--- src/rtl/alu_n8_pkg.sv ---
// alu_n8_pkg: shared states and constants for the ALU sequential divider
package alu_n8_pkg;
  typedef enum logic [1:0] {IDLE, RUN, FIN} state_t;
  localparam int DIV_WIDTH = 8;
  localparam int DIV_CNT_W = 4;
  localparam logic [DIV_WIDTH-1:0] DBZ_QUOT = '1;
endpackage

--- src/rtl/alu_n8_div_seq_if.sv ---
// alu_n8_div_seq_if: start/done request bus between ALU control and divider
interface alu_n8_div_seq_if import alu_n8_pkg::*; #(parameter int WIDTH = DIV_WIDTH);
  logic start;
  logic [WIDTH-1:0] dividend, divisor;
  logic busy, done;
  logic [WIDTH-1:0] quotient, remainder;
  logic div_by_zero;
  modport master (output start, dividend, divisor, input busy, done, quotient, remainder, div_by_zero);
  modport slave (input start, dividend, divisor, output busy, done, quotient, remainder, div_by_zero);
endinterface

--- src/rtl/alu_n8_sub_borrow.sv ---
// alu_n8_sub_borrow: WIDTH+1-bit subtractor, a minus zero-extended b, split into low diff and borrow bit
module alu_n8_sub_borrow import alu_n8_pkg::*; #(parameter int N = DIV_WIDTH) (
  input  logic [N:0]   a,
  input  logic [N-1:0] b,
  output logic [N-1:0] diff,
  output logic         borrow
);
  assign {borrow, diff} = a - {1'b0, b};
endmodule

--- src/rtl/alu_n8_div_seq.sv ---
// alu_n8_div_seq: restoring unsigned divider, one quotient bit per clock
module alu_n8_div_seq import alu_n8_pkg::*; #(
  parameter int WIDTH = DIV_WIDTH,
  parameter int CNT_W = DIV_CNT_W
) (
  input logic clk,
  input logic reset,
  alu_n8_div_seq_if.slave bus
);
  state_t state, next;
  logic [WIDTH-1:0] pr, sr, dsr, diff;
  logic [WIDTH:0] p;
  logic [CNT_W-1:0] cnt;
  logic dz, borrow, accept;
  // a start coinciding with done is dropped so the requester sees a clean retry
  assign accept = bus.start && state == IDLE && !bus.done;
  assign p = {pr, sr[WIDTH-1]};
  assign bus.busy = state != IDLE;
  alu_n8_sub_borrow #(.N(WIDTH)) u_sub (.a(p), .b(dsr), .diff(diff), .borrow(borrow));
  always_comb begin
    next = accept ? ((bus.divisor == '0) ? FIN : RUN) :
           (state == RUN && cnt == CNT_W'(1)) ? FIN :
           (state == FIN) ? IDLE : state;
  end
  always_ff @(posedge clk) state <= reset ? IDLE : next;
  always_ff @(posedge clk) begin
    if (reset) begin
      pr <= '0;
      sr <= '0;
      dsr <= '0;
      cnt <= '0;
      dz <= 1'b0;
      bus.done <= 1'b0;
      bus.quotient <= '0;
      bus.remainder <= '0;
      bus.div_by_zero <= 1'b0;
    end else begin
      bus.done <= state == FIN;
      if (accept) begin
        sr <= bus.dividend;
        dsr <= bus.divisor;
        pr <= '0;
        cnt <= CNT_W'(WIDTH);
        dz <= bus.divisor == '0;
      end else if (state == RUN) begin
        pr <= borrow ? p[WIDTH-1:0] : diff;
        sr <= {sr[WIDTH-2:0], ~borrow};
        cnt <= cnt - 1'b1;
      end
      if (state == FIN) begin
        bus.quotient <= dz ? DBZ_QUOT : sr;
        bus.remainder <= dz ? sr : pr;
        bus.div_by_zero <= dz;
      end
    end
  end
endmodule

--- src/flat_wrapper.sv ---
// flat-port wrapper written by rule: the top's interface ports become plain ports
module alu_n8_div_seq_flat import alu_n8_pkg::*;
#(
  parameter int WIDTH = DIV_WIDTH,
  parameter int CNT_W = DIV_CNT_W
)
  (clk, reset, bus_start, bus_dividend, bus_divisor, bus_busy, bus_done, bus_quotient, bus_remainder, bus_div_by_zero);
  alu_n8_div_seq_if #(.WIDTH(WIDTH)) bus_i ();
  input logic clk;
  input logic reset;
  input wire logic [$bits(bus_i.start)-1:0] bus_start;
  input wire logic [$bits(bus_i.dividend)-1:0] bus_dividend;
  input wire logic [$bits(bus_i.divisor)-1:0] bus_divisor;
  output wire logic [$bits(bus_i.busy)-1:0] bus_busy;
  output wire logic [$bits(bus_i.done)-1:0] bus_done;
  output wire logic [$bits(bus_i.quotient)-1:0] bus_quotient;
  output wire logic [$bits(bus_i.remainder)-1:0] bus_remainder;
  output wire logic [$bits(bus_i.div_by_zero)-1:0] bus_div_by_zero;
  assign bus_i.start = bus_start;
  assign bus_i.dividend = bus_dividend;
  assign bus_i.divisor = bus_divisor;
  assign bus_busy = bus_i.busy;
  assign bus_done = bus_i.done;
  assign bus_quotient = bus_i.quotient;
  assign bus_remainder = bus_i.remainder;
  assign bus_div_by_zero = bus_i.div_by_zero;
  alu_n8_div_seq #(.WIDTH(WIDTH), .CNT_W(CNT_W)) u_core (.clk(clk), .reset(reset), .bus(bus_i));
endmodule
--- config.mk ---
export PLATFORM = sky130hd
export DESIGN_NAME = alu_n8_div_seq_flat
export DESIGN_NICKNAME = d
export VERILOG_FILES = /design/src/rtl/alu_n8_pkg.sv /design/src/rtl/alu_n8_div_seq_if.sv /design/src/rtl/alu_n8_sub_borrow.sv /design/src/rtl/alu_n8_div_seq.sv /design/src/flat_wrapper.sv
export SDC_FILE = /design/constraint.sdc
export NUM_CORES = 1
export LEC_CHECK = 0
export ABC_AREA = 0
export CAP_MARGIN = 20
export CORE_MARGIN = 5
export CORE_UTILIZATION = 50
export CTS_CLUSTER_SIZE = 25
export DETAILED_ROUTE_END_ITERATION = 10
export GPL_ROUTABILITY_DRIVEN = 0
export PLACE_DENSITY_LB_ADDON = 0.12
export SLEW_MARGIN = 20
export SYNTH_ARGS = -nofsm -noshare
export SYNTH_HDL_FRONTEND = slang
export SYNTH_HIERARCHICAL = 1
export SYNTH_SLANG_ARGS = --single-unit
--- constraint.sdc ---
create_clock -name clk -period 2.8 [get_ports clk]
set_input_delay 0.28 -clock clk [delete_from_list [all_inputs] [get_ports clk]]
set_output_delay 0.28 -clock clk [all_outputs]
set_load 0.02 [all_outputs]
==> Implementation_results.wiki <==
{| class="wikitable"
! Metric !! Value
|-
| Growth of design area from synthesis to finish || 19.1%
|-
| Number of global-route vias before repair || ~1900
|-
| Cell count after placement || roughly 370
|-
| Post-CTS setup buffer count || 0
|-
| Most frequent standard cell in the layout excluding fill and tap cells || sky130_fd_sc_hd__dfxtp_1
|-
| Clk network pwr share || 28.4%
|-
| Synth unique cells || 44
|-
| Clock latency of the later-clocked register in the worst-skew pair || 0.30 ns
|-
| Internal Pwr Total || 0.00125 W
|-
| Number of ports placed on the die boundary || 38
|-
| Row cnt || 25
|-
| Final hold violation count || 0
|-
| CTS clock-pin slew for the worst setup and hold paths || 0.09 ns
|-
| Die Area || 6410 sq um
|-
| Proportion of synthesized flip-flops having asynchronous set or reset || 0%
|-
| Buffer depth of the longest clock path || 2
|-
| Register bit total from synthesis || 49
|-
| Compound-gate portion of the synthesized area || 16.7%
|-
| Peak fanout along the critical path || 9
|-
| Effective utilization at floorplan || 51.7%
|-
| Number of instances in the synthesized netlist || 288
|-
| Max Clock Skew || 0.00692 ns
|-
| Maximum operating frequency || 381 MHz
|-
| Slew at the pin closest to its max-slew limit || between 0.8 and 0.9 ns
|-
| Count of port buffers added during placement || 37
|-
| Die X-Extent || 80.1 um
|-
| First DRT Iteration DRCs || between 100 and 150
|-
| Dominant cell type by area after synthesis || sky130_fd_sc_hd__dfxtp_1
|-
| Area post-placement || 2810 sq um
|-
| Pin count of the biggest net entering global routing || 28
|-
| Share of total power consumed by net switching || 31.5%
|-
| Fraction of post-synthesis cell area in the top cell type by area || between 30 and 40%
|-
| Syn. warnings || 6
|-
| DRC || 0
|-
| Leak || between 1 and 1.5 nW
|-
| First-pass GRT wire length || 8.97 mm
|-
| Total setup violations reported at the end of the flow || 0
|-
| Total half-perimeter wirelength after legalization and detailed placement || roughly 3.9 mm
|-
| Synth Area in XOR/XNOR || under 10%
|-
| Path type of the worst min-delay path || reg -> reg
|-
| GR Util All Layers || 18.1%
|-
| Die outline height || 80.1 um
|-
| Cell chosen for the clock root || sky130_fd_sc_hd__clkbuf_8
|-
| Category of the worst setup path launch point || register
|-
| Post-Synthesis Mean Instance Area || 8.53 sq um
|-
| Simple-gate area share of the yosys netlist || 21.9%
|-
| Primary flip-flop cell chosen by synthesis mapping || sky130_fd_sc_hd__dfxtp_1
|-
| Sum of routed wire length over all layers || 5.42 mm
|-
| R2R depth || 10
|-
| Final Cycle Share || between 90 and 100%
|-
| Total via count after detailed routing || 2040
|-
| Non-filler instance count after layout || around 380
|-
| H-Tree Level Count || 2
|-
| Cell types occupying the most area after synthesis || sky130_fd_sc_hd__dfxtp_1 40%, sky130_fd_sc_hd__mux2i_1 6.5%, sky130_fd_sc_hd__a211oi_1 5.5%
|-
| First-pass iteration count of the detailed router || 4
|-
| Clock period minus final worst setup slack || 2.63 ns
|-
| Total number of nets in the final design || 343
|-
| Number of clock sinks seen by CTS || 49
|-
| Core ar. || 4750 sq um
|-
| TritonCTS clock tree || built
|-
| Number of inserted filler cells in the final layout || 465
|-
| Net switching power || between 0.0005 and 0.0006 W
|-
| Number of max-cap violations || 0
|-
| Worst vdd rail ir drop || 0.377 mV
|-
| Number of gates resized after cts || 0
|-
| Combinational power share || 28.3%
|-
| Syn nets || 318
|-
| Required time worst endpoint || 2.95 ns
|-
| Crit Path Category || reg -> reg
|-
| Number of buffers inserted during clock tree synthesis || 5
|-
| Via density per instance || 5.35
|-
| Hold path cells || 2
|-
| Adder-Cell Fraction of Synth Area || 5.91%
|-
| Main combinational cell family by area after synthesis || simple AND/OR/NAND/NOR gates
|-
| WL/cell || ~14 um
|-
| Portion of netlist area occupied by mux cells || between 6 and 7%
|-
| Pwr Density || 626 nW/um^2
|-
| Arrival time worst endpoint || 2.77 ns
|-
| Normalized max-slew margin || 43.7%
|-
| Post-route cell area || between 2000 and 3000 sq um
|-
| Number of routed nets with antenna violations || 0
|-
| Fraction of the yosys area taken by sequential cells || 39.9%
|-
| Share of layout cells above drive strength 1 || about 5.4%
|-
| Antenna diode count || 0
|-
| Relative contribution of sequential cells to total power || a little over two fifths
|-
| Setup_tns || 0 ns
|-
| Number of flops mapped to enable cells by yosys || 0
|-
| Number of antenna violations at the first check in global routing || 0
|-
| Total standard cell area after synthesis || 2460 sq um
|-
| Final Util || about 62%
|-
| Max-slew violation count || 0
|-
| Commonest non-fill, non-tap cells in the layout || 49 x sky130_fd_sc_hd__dfxtp_1, 37 x sky130_fd_sc_hd__clkdlybuf4s50_1, 31 x sky130_fd_sc_hd__nor2_1
|-
| Grt ovf || 0
|-
| Sort of element at the end of the critical path || register
|-
| Hold-fix buffer count after cts || 0
|-
| Status || completed
|}
area by class of cell:
class	instances	area (sq um)	share of cell area, %
sequential	49	981	33.5
clock buffer	5	68.8	2.35
inverter	14	52.6	1.80
clock inverter	3	43.8	1.50
multi-input combinational	203	1300	44.5
timing repair buffer	40	393	13.4
tap	67	83.8	2.87
critical path, cell delays in order, from the launching register on:
cell,delay [ns]
sky130_fd_sc_hd__dfxtp_1,0.43
sky130_fd_sc_hd__inv_1,0.07
sky130_fd_sc_hd__ha_1,0.22
sky130_fd_sc_hd__fa_1,0.40
sky130_fd_sc_hd__nand2b_1,0.16
sky130_fd_sc_hd__o2bb2ai_1,0.19
sky130_fd_sc_hd__o31ai_2,0.31
sky130_fd_sc_hd__xnor2_1,0.15
sky130_fd_sc_hd__buf_4,0.22
sky130_fd_sc_hd__mux2i_1,0.23
sky130_fd_sc_hd__a211oi_1,0.10
power groups by stage:
| stage | Combinational, W | Clock (W) | Sequential [W] |
|---|---|---|---|
| floorplan | 0.000403 | 0 | 0.000794 |
| global placement | 0.000496 | 0 | 0.000808 |
| detailed placement | 0.000504 | 0 | 0.000810 |
| CTS | 0.000508 | 0.000526 | 0.000794 |
| global route | 0.000575 | 0.000564 | 0.000802 |
| finish | 0.000517 | 0.000520 | 0.000793 |
worst paths after layout:
path | startpoint | endpoint | slack, ns
setup reg to reg | u_core/sr[7] | u_core/pr[1] | 0.17
hold / removal | u_core/dsr[7] | u_core/dsr[7] | 0.46
setup / recovery | u_core/sr[7] | u_core/pr[1] | 0.17
hold reg to reg | u_core/dsr[7] | u_core/dsr[7] | 0.46
flip-flops by register name (all words and copies together), names as in the netlist:
name,cells
u_core/state,2
u_core/sr,8
u_core/bus.done,1
u_core/dsr,8
u_core/bus.remainder,8
u_core/bus.div_by_zero,1
u_core/cnt,4
u_core/pr,8
u_core/dz,1
u_core/bus.quotient,8
routing by layer:
layer  up-vias  part of all wire, %  global-route usage, %
met1       944                   47                   24.5
li1       1056                    -                      -
met2        36                   48                   28.6
met3         4                  4.0                   4.71
met5         -                    0                      0
met4         0                 0.81                   4.73
through the flow:
step	setup slack [ns]	total power [W]	hold slack, ns
CTS	0.197	0.00183	0.460
detailed placement	0.268	0.00131	0.448
global route	-0.0343	0.00194	0.489
finish	0.173	0.00183	0.456
global placement	0.369	0.00130	0.444
floorplan	0.266	0.00120	0.416
cell usage after synthesis (2+ instances only):
master and instances:
sky130_fd_sc_hd__inv_1 13, sky130_fd_sc_hd__or2b_1 3, sky130_fd_sc_hd__or3_1 2, sky130_fd_sc_hd__and2b_1 3, sky130_fd_sc_hd__nor2_1 31, sky130_fd_sc_hd__a21oi_1 24
sky130_fd_sc_hd__nand3_1 12, sky130_fd_sc_hd__a22oi_1 7, sky130_fd_sc_hd__xor2_1 2, sky130_fd_sc_hd__buf_2 7, sky130_fd_sc_hd__nor4_1 2, sky130_fd_sc_hd__buf_4 3
sky130_fd_sc_hd__a211oi_1 18, sky130_fd_sc_hd__clkbuf_1 8, sky130_fd_sc_hd__nand2_1 24, sky130_fd_sc_hd__nand2b_1 5, sky130_fd_sc_hd__o21ai_0 4, sky130_fd_sc_hd__nor2b_1 2
sky130_fd_sc_hd__nor3_1 17, sky130_fd_sc_hd__ha_1 10, sky130_fd_sc_hd__xnor2_1 3, sky130_fd_sc_hd__buf_6 3, sky130_fd_sc_hd__mux2i_1 16, sky130_fd_sc_hd__dfxtp_1 49
logic make-up (layout without fill, tap and decap cells):
family / Yosys count / in the layout
AO/OA/AOI/OAI: 63 / 63
XOR/XNOR: 5 / 5
adder cells (fa/ha/maj): 11 / 11
buffers and inverters: 36 / 62
flip-flops: 49 / 49
multiplexers: 16 / 16
AND/OR/NAND/NOR: 108 / 108
Power figures use the tool's default switching activity.
